## src/rtl/scaler_pkg.sv

```systemverilog
// scaler_pkg
// Shared definitions for the scaler channel-read path: half/full snapshot
// widths, the reader FSM state encoding and the packed snapshot type.
// Used by scaler_strobe_timer and scaler_channel_reader.
package scaler_pkg;

    localparam int SCALER_HALF_W = 14;
    localparam int SCALER_W      = 28;

    // Two GAP states so the FSM knows which read follows the gap:
    // GAP_B leads into RDB, GAP_A leads into RDA2.
    typedef enum logic [2:0] {
        ST_IDLE  = 3'd0,
        ST_RDA1  = 3'd1,
        ST_GAP_B = 3'd2,
        ST_RDB   = 3'd3,
        ST_GAP_A = 3'd4,
        ST_RDA2  = 3'd5,
        ST_DONE  = 3'd6
    } scr_state_e;

    // Snapshot layout: high half (channel 3) above low half (channel 4).
    typedef struct packed {
        logic [SCALER_HALF_W-1:0] a;
        logic [SCALER_HALF_W-1:0] b;
    } scaler_snap_t;

endpackage

```

## src/rtl/scaler_strobe_timer.sv

```systemverilog
// scaler_strobe_timer
// SETTLE-cycle down-counter shared by both channel reads. While `active` is
// high the strobe window is open; `sample` pulses in the last window cycle so
// the bus is captured on the edge that closes the window. The counter reloads
// whenever the window is closed, so each read starts from a full count.
// Ports:
//   clk, rst  : clock, synchronous active-high reset
//   active    : a read state is current
//   window    : strobe window (drive the selected strobe low)
//   sample    : last cycle of the window; capture data on this edge
module scaler_strobe_timer
    import scaler_pkg::*;
#(
    parameter int SETTLE = 2
) (
    input  logic clk,
    input  logic rst,
    input  logic active,
    output logic window,
    output logic sample
);

    localparam int CW = (SETTLE > 1) ? $clog2(SETTLE) : 1;
    localparam logic [CW-1:0] LOAD = CW'(SETTLE - 1);

    logic [CW-1:0] count;

    always_ff @(posedge clk) begin
        if (rst || !active || count == '0) begin
            count <= LOAD;
        end else begin
            count <= count - CW'(1);
        end
    end

    assign window = active;
    assign sample = active && (count == '0);

endmodule

```

## src/rtl/scaler_channel_reader.sv

```systemverilog
// scaler_channel_reader
// Reads the high half (channel 3, RCHAT_/CHAT) and low half (channel 4,
// RCHBT_/CHBT) of the scaler and builds an untorn 28-bit snapshot {A, B}.
// The high half is read before and after the low half; if it moved, the low
// half is re-read (up to MAX_RETRY times) before giving up with snap_err.
// Optional feature: define SCR_DELTA_EN to add the `delta` output, the
// difference (mod 2^28) between this snapshot and the last accepted one.
// Ports:
//   rst, CLOCK          : synchronous active-high reset, clock
//   req                 : snapshot request, taken only in IDLE
//   busy                : not idle
//   RCHAT_, RCHBT_      : active-low read strobes, never low together
//   CHAT, CHBT          : returned half-scaler buses
//   snap, snap_err      : snapshot and retries-exhausted flag
//   snap_valid/ready    : handshake; transfer when valid && ready. valid is
//                         held, with snap/snap_err stable, until ready is seen.
//   delta               : (SCR_DELTA_EN only) snapshot difference
//   state_dbg           : current FSM state
module scaler_channel_reader
    import scaler_pkg::*;
#(
    parameter int SETTLE    = 2,
    parameter int MAX_RETRY = 3
) (
    input  logic                     rst,
    input  logic                     CLOCK,
    input  logic                     req,
    output logic                     busy,
    output logic                     RCHAT_,
    output logic                     RCHBT_,
    input  logic [SCALER_HALF_W-1:0] CHAT,
    input  logic [SCALER_HALF_W-1:0] CHBT,
    output logic [SCALER_W-1:0]      snap,
    output logic                     snap_err,
    output logic                     snap_valid,
    input  logic                     snap_ready,
`ifdef SCR_DELTA_EN
    output logic [SCALER_W-1:0]      delta,
`endif
    output logic [2:0]               state_dbg
);

    localparam int RW = $clog2(MAX_RETRY + 1);
    localparam logic [RW-1:0] RETRY_LIMIT = RW'(MAX_RETRY);

    scr_state_e state, state_next;

    logic [SCALER_HALF_W-1:0] a1;
    logic [SCALER_HALF_W-1:0] b_half;
    logic [RW-1:0]            retries;
    scaler_snap_t             snap_r;
    logic                     err_r;

    logic rd_a, rd_b, window, sample;
    logic a_match, exhausted;
    logic take_a1, take_b, do_retry, do_finish, accept, handshake;

    assign rd_a = (state == ST_RDA1) || (state == ST_RDA2);
    assign rd_b = (state == ST_RDB);

    scaler_strobe_timer #(.SETTLE(SETTLE)) u_timer (
        .clk    (CLOCK),
        .rst    (rst),
        .active (rd_a || rd_b),
        .window (window),
        .sample (sample)
    );

    assign a_match   = (CHAT == a1);
    assign exhausted = (retries == RETRY_LIMIT);

    always_ff @(posedge CLOCK) begin
        if (rst) begin
            state <= ST_IDLE;
        end else begin
            state <= state_next;
        end
    end

    always_comb begin
        state_next = state;
        accept     = 1'b0;
        take_a1    = 1'b0;
        take_b     = 1'b0;
        do_retry   = 1'b0;
        do_finish  = 1'b0;
        handshake  = 1'b0;
        case (state)
            ST_IDLE: begin
                if (req) begin
                    accept     = 1'b1;
                    state_next = ST_RDA1;
                end
            end
            ST_RDA1: begin
                if (sample) begin
                    take_a1    = 1'b1;
                    state_next = ST_GAP_B;
                end
            end
            ST_GAP_B: state_next = ST_RDB;
            ST_RDB: begin
                if (sample) begin
                    take_b     = 1'b1;
                    state_next = ST_GAP_A;
                end
            end
            ST_GAP_A: state_next = ST_RDA2;
            ST_RDA2: begin
                if (sample) begin
                    // Unchanged high half, or no retries left: publish.
                    if (a_match || exhausted) begin
                        do_finish  = 1'b1;
                        state_next = ST_DONE;
                    end else begin
                        do_retry   = 1'b1;
                        state_next = ST_GAP_B;
                    end
                end
            end
            ST_DONE: begin
                if (snap_ready) begin
                    handshake  = 1'b1;
                    state_next = ST_IDLE;
                end
            end
            default: state_next = ST_IDLE;
        endcase
    end

`ifdef SCR_DELTA_EN
    logic [SCALER_W-1:0] prev_snap;
    logic                have_prev;
    logic [SCALER_W-1:0] delta_r;
`endif

    always_ff @(posedge CLOCK) begin
        if (rst) begin
            a1      <= '0;
            b_half  <= '0;
            retries <= '0;
            snap_r  <= '0;
            err_r   <= 1'b0;
`ifdef SCR_DELTA_EN
            prev_snap <= '0;
            have_prev <= 1'b0;
            delta_r   <= '0;
`endif
        end else begin
            if (accept) begin
                retries <= '0;
            end
            if (take_a1) begin
                a1 <= CHAT;
            end
            if (take_b) begin
                b_half <= CHBT;
            end
            if (do_retry) begin
                // The newest high half becomes the reference for the next pass.
                a1      <= CHAT;
                retries <= retries + RW'(1);
            end
            if (do_finish) begin
                snap_r <= '{a: CHAT, b: b_half};
                err_r  <= !a_match;
`ifdef SCR_DELTA_EN
                delta_r <= have_prev ? ({CHAT, b_half} - prev_snap) : '0;
`endif
            end
            if (handshake) begin
                err_r <= 1'b0;
`ifdef SCR_DELTA_EN
                prev_snap <= snap_r;
                have_prev <= 1'b1;
`endif
            end
        end
    end

    assign busy       = (state != ST_IDLE);
    assign snap_valid = (state == ST_DONE);
    assign RCHAT_     = !(window && rd_a);
    assign RCHBT_     = !(window && rd_b);
    assign snap       = snap_r;
    assign snap_err   = err_r;
    assign state_dbg  = state;
`ifdef SCR_DELTA_EN
    assign delta      = delta_r;
`endif

endmodule
```

## config.mk

```make
export PLATFORM = sky130hd
export DESIGN_NAME = scaler_channel_reader
export DESIGN_NICKNAME = d
export VERILOG_FILES = /design/src/rtl/scaler_pkg.sv /design/src/rtl/scaler_strobe_timer.sv /design/src/rtl/scaler_channel_reader.sv
export SDC_FILE = /design/constraint.sdc
export NUM_CORES = 1
export LEC_CHECK = 0
export ABC_AREA = 0
export CORE_ASPECT_RATIO = 0.9
export CORE_MARGIN = 2
export CORE_UTILIZATION = 49
export DETAILED_ROUTE_END_ITERATION = 12
export HOLD_SLACK_MARGIN = 0.02
export PLACE_DENSITY = 0.87
export SYNTH_ARGS = -nofsm -noshare
export SYNTH_HDL_FRONTEND = slang
export SYNTH_SLANG_ARGS = --single-unit
```

## constraint.sdc

```tcl
create_clock -name CLOCK -period 2 [get_ports CLOCK]
set_input_delay 0.3 -clock CLOCK [delete_from_list [all_inputs] [get_ports CLOCK]]
set_output_delay 0.3 -clock CLOCK [all_outputs]
set_load 0.01 [all_outputs]
```

Word-level counts from Yosys, hierarchy flattened. Index checks and enable logic that the tools add are counted.

Mux-type cells: 24. Bitwise operators: 1. Divide/modulo/power cells: 0. Reduce and logical (&&, ||, !) cells: 18. Magnitude comparators: 0. Multipliers: 0. Eq/ne operators: 13. Add/subtract/negate cells: 2. Shift operators: 0.

Operator list (count): two-way mux 14 bit (2); one-hot mux 3 bit (7 select lines) (1); two-way mux 3 bit (6); == test 14 bit (1); two-way mux 1 bit (13); == test 3 bit, second input constant (3); == test 3 x 2 -> 1 bit, second input constant (2); != test 2 bit, second input constant (3); logical OR 1 bit (5); AND reduction 5 bit (1); logical NOT 1 bit (4); two-way mux 2 bit (2); != test 2 x 1 -> 1 bit, second input constant (2); nonzero test 2 bit (2); == test 3 x 1 -> 1 bit, second input constant (1); logical AND 1 bit (3); logical NOT 3 bit (1); nonzero test 3 bit (1); adder 2 x 1 -> 2 bit, second input constant (1); == test 2 bit, second input constant (1); OR reduction 2 bit (1); NOT 1 bit (1); subtractor 1 bit, second input constant (1).

Memory bits (writable): 0. Memories kept: 0. Output and inout bits: 36. Logic and storage cells: 66. Bits in registers: 63. Bits in read-only memories: 0. Input port bits: 32. Bits in latches: 0.

Longest topological paths before layout.
Depth in word-level cells: 8. Gate-level depth with buffers: 7. Mapped depth without buffers: 5.

Modules after synthesis. A second synthesis with hierarchy kept.

Cell total of the unflattened synthesis: 299. Area, all modules: 2859.0 um^2.

By module, submodules not included: scaler_channel_reader (cells an instance 295, area an instance 2817.7 um^2, instances 1, sequential area each 1241.2 um^2); scaler_strobe_timer (cells an instance 4, area an instance 41.3 um^2, instances 1, sequential area each 20.0 um^2).

Worst setup path after synthesis. Ideal clock, no wire load.

Kind: register -> register. Start: reg state[1], in the netlist state_dbg[1]. End: reg retries[0]. Setup time: 0.121 ns. Required time: 1.879 ns. Clock period less this slack: 1.760 ns. Arrival time: 1.639 ns. Path slack: 0.240 ns. Path buffers: 1. Cell stages (with the launch flop): 6. Cell sequence: dfxtp_1 > buf_2 > nor3b_1 > and2_1 > nor3b_1 > mux2_2.

Word-level cells in the longest chain between the ends: 7. Elaborated cells between the ends (all ways): 12. Classes of those cells: eq/ne: 3; mux: 4; reduce/logical: 5.

RTL lines: start, declared (line scaler_channel_reader.sv:46) `scr_state_e state, state_next;`; start signal, assigned (line scaler_channel_reader.sv:76) `state <= state_next;`; == test 3 x 1 -> 1 bit / == test 3 bit (equally long branches) (line scaler_channel_reader.sv:58, scaler_channel_reader.sv:88); logical OR 1 bit (line scaler_channel_reader.sv:58) `assign rd_a = (state == ST_RDA1) || (state == ST_RDA2);`; logical OR 1 bit (line scaler_channel_reader.sv:64) `.active (rd_a || rd_b),`; logical AND 1 bit (line scaler_strobe_timer.sv:37) `assign sample = active && (count == '0);`; two-way mux 1 bit (line scaler_channel_reader.sv:110) `if (sample) begin`; two-way mux 1 bit (line scaler_channel_reader.sv:88) `case (state)`; two-way mux 2 bit / nonzero test 2 bit (equally long branches); end signal, assigned (line scaler_channel_reader.sv:162) `retries <= retries + RW'(1);`; end, declared (line scaler_channel_reader.sv:50) `logic [RW-1:0] retries;`.

Parallel ways exist; a longest one is shown, timed or not. A chain may end at the register's enable or synchronous reset.

Worst setup path in the final report.
Start: reg state[1], in the netlist state_dbg[1]. End: out snap_valid.

Word-level cells in the longest chain between the ends: 1.

RTL lines: == test 3 bit (line scaler_channel_reader.sv:182) `assign snap_valid = (state == ST_DONE);`; end, declared (line scaler_channel_reader.sv:35) `output logic snap_valid,`.

Every way passes these cells.

==> summary.md <==
| Metric | Value |
|---|---|
| Antenna Cells | 0 |
| CTS tree | done |
| IO Pins | around 70 |
| Crit path kind | flip-flop to output pin |
| CTS root buf | clkbuf_8 |
| Mapped Cells | about 300 |
| Non-Filler Instances | about 440 |
| Final-report max-slew violation count | 0 |
| Post-Place Cells | roughly 430 |
| Fin nets | 401 |
| Num CTS Buffers | 9 |
| DRC viols | 0 |
| Routed wire length | 5828 um |
| DR pass1 iterations | 4 |
| Min-delay src | b_half[0] |
| HP Class | flip-flop to flip-flop |
| H-tree depth | 3 |
| Max cap viols | 0 |
| Tmin final | 1.870 ns |
| Post-route ant nets | 0 |
| Clock sink total | 63 |
| Layout cell share with drive strength beyond 1 | under 10% |
| First-pass GRT wire length | between 9000 and 10000 um |
| Final HPWL DP | about 4100 um |
| Detailed Route Iter0 Violations | 80 |
| Placeable Area | approximately 0.0057 mm2 |
| Die extent in x | about 84 um |
| Vias in the first global route | roughly 2100 |
| Synthesized flop and latch total | 63 |
| Critical Path Fanout Max | 11 |
| Leak pwr | between 1 and 1.5 nW |
| VDD IR max | 0.4233 mV |
| Chip height | 76.36 um |
| Clock Tree Buf Depth | 2 |
| Area of the multi-input gates | ~0.0015 mm2 |
| Sum Neg Setup Slack | 0 ns |
| Clk_lat worst skew | approximately 0.34 ns |
| Ys Warns | 0 |
| Largest net degree at the start of global routing | 51 |
| Die area | roughly 0.0064 mm2 |
| Placer Congestion | ~0.78 |
| Synth cell types | 31 |
| IO Port Bufs | 67 |
| GRT Overall Usage | between 15 and 20% |
| RSZ-0062 raised after global routing | false |
| Clock edge transition at the registers on the reported setup and hold paths | 0.07 ns |
| CP Capture Type | output pin |
| Initial antenna violation count | 0 |
| Crit path launch type | flip-flop |
| Mapped cell area | 0.002850 mm2 |
| Vias | roughly 2200 |
| Hold buffers post-CTS | 0 |
| Gr ovfl total | 0 |
| Worst EP arrival | around 1.6 ns |
| Reg2reg path depth | 4 |
| Initial core utilization | about half |
| Mapped Nets | 334 |
| Mean post-synth cell area | 9.469 um2 |
| Final Hold Fails | 0 |
| Critical path startpoint | state_dbg[1] |
| P&R area growth vs syn | 32.70% |
| Slew margin rel. | 55.02% |
| PwrDens | approximately 680 mW/mm2 |
| Status | finished clean |
| Period utilization | between 90 and 100% |
| Final setup fails | 0 |
| Clock Skews | ~0.0059 ns |
| Routed len/inst | between 10 and 15 um |
| F_max | approximately 0.53 GHz |
| Register area | between 0.001 and 0.0015 mm2 |
| Slew @ Worst Pin | about 0.67 ns |
| Core Util, Final | roughly 67% |
| Fill cell count | 455 |
| Worst r2r src | state_dbg[1] |
| Num rows | 26 |
| Critical Path RT | 1.70 ns |
| Worst hold stages | 2 |
| Seq/Total Area, Yosys | 44.25% |
| Vias/cell | slightly below 5 |
-- final timing paths --
check	to	slack, ns
hold reg to reg	b_half[0]	0.46
setup / recovery	snap_valid	0.13
setup reg to reg	retries[0]	0.28
hold / removal	b_half[0]	0.46
-- cells by family after synthesis --
logic type	share of synthesized area (%)
adder cells (fa/ha/maj)	0.4389
multiplexers	15.50
flip-flops	44.25
AO/OA/AOI/OAI	5.224
AND/OR/NAND/NOR	25.64
buffers and inverters	4.653
XOR/XNOR	4.302
-- cells in the final DEF, fill, tap and decap left out, types with 2 or more instances in the layout --
cell / count
a21oi_1: 20
or2b_1: 3
nand3_1: 2
nor2_1: 7
nand2b_1: 69
nor3_1: 2
nor2b_1: 2
mux2i_1: 43
o21ai_0: 2
buf_12: 3
clkdlybuf4s50_1: 65
nand4_1: 3
dfxtp_1: 61
nor3b_1: 3
xnor2_1: 14
clkinv_2: 3
inv_1: 2
clkbuf_1: 2
nand2_1: 34
buf_4: 6
clkbuf_8: 10
-- state kept, by name, indices dropped and copies added, names as in the netlist --
register,flops
a1,14
b_half,14
retries,2
snap,28
snap_err,1
state_dbg,3
u_timer.count,1
-- synth_stat cells (all sizes together) --
| master | number | share of area, % |
|---|---|---|
| nand2b | 69 | 15 |
| dfxtp | 63 | 44 |
| mux2i | 43 | 15 |
| nand2 | 34 | 4.5 |
| a21oi | 21 | 3.8 |
| clkbuf | 14 | 1.8 |
| xnor2 | 14 | 4.3 |
| nor2 | 7 | 0.92 |
| buf | 6 | 2.5 |
| nand4 | 3 | 0.66 |
| nor3b | 3 | 0.79 |
| or2b | 3 | 0.79 |
| inv | 2 | 0.26 |
| nand3 | 2 | 0.35 |
| nor2b | 2 | 0.44 |
| nor3 | 2 | 0.35 |
| o21ai | 2 | 0.35 |
| a211o | 1 | 0.31 |
| a21o | 1 | 0.26 |
| a31oi | 1 | 0.22 |
| and2 | 1 | 0.22 |
| and3 | 1 | 0.22 |
| ha | 1 | 0.44 |
| mux2 | 1 | 0.40 |
| nor4 | 1 | 0.75 |
| o21a | 1 | 0.26 |
| or3 | 1 | 0.22 |
| or3b | 1 | 0.31 |
-- power breakdown --
part | internal (mW) | total, mW | switching, mW
logic | 0.127 | 0.214 | 0.0865
registers | 1.26 | 1.27 | 0.00825
clock network | 0.604 | 1.08 | 0.478
-- area by class of cell --
class	instances	area share, %
inverters	2	0.1985
multi-input cells	216	38.54
clock inverters	4	1.191
clock buffers	12	3.837
flip-flops and latches	63	33.48
repair buffers	76	20.44
well taps	70	2.316
-- critical path: stages, from the launching register on --
cell	delay [ns]
dfxtp_2	0.42
nand2_1	0.09
nor2_1	0.16
clkdlybuf4s50_1	0.57
-- routing by layer --
layer / part of all wire (%) / vias up / GRT usage (%)
met5: 0 / - / 0
met4: 1.3 / 0 / 6.667
met3: 3.8 / 8 / 6.176
met2: 47 / 45 / 31.03
met1: 48 / 992 / 24.27
li1: - / 1117 / -
-- stage by stage --
stage	power (mW)	hold WS (ns)	setup slack (ns)	instance area [um2]
floorplan	1.405	0.4207	0.2398	2850
global placement	1.510	0.4345	-0.1536	3585
detailed placement	1.514	0.4490	-0.2137	3585
CTS	2.586	0.4580	0.02089	3777
global route	2.665	0.4736	0.02295	3782
finish	2.567	0.4577	0.1295	3782
-- what timing repair did --
action | CTS | global route
endpoints found under the setup margin | 1 | 2
setup buffers | 0 | 0
gates cloned | 0 | 0
resized for setup | 2 | 2
Note: power is estimated with default switching activity, not from simulation.
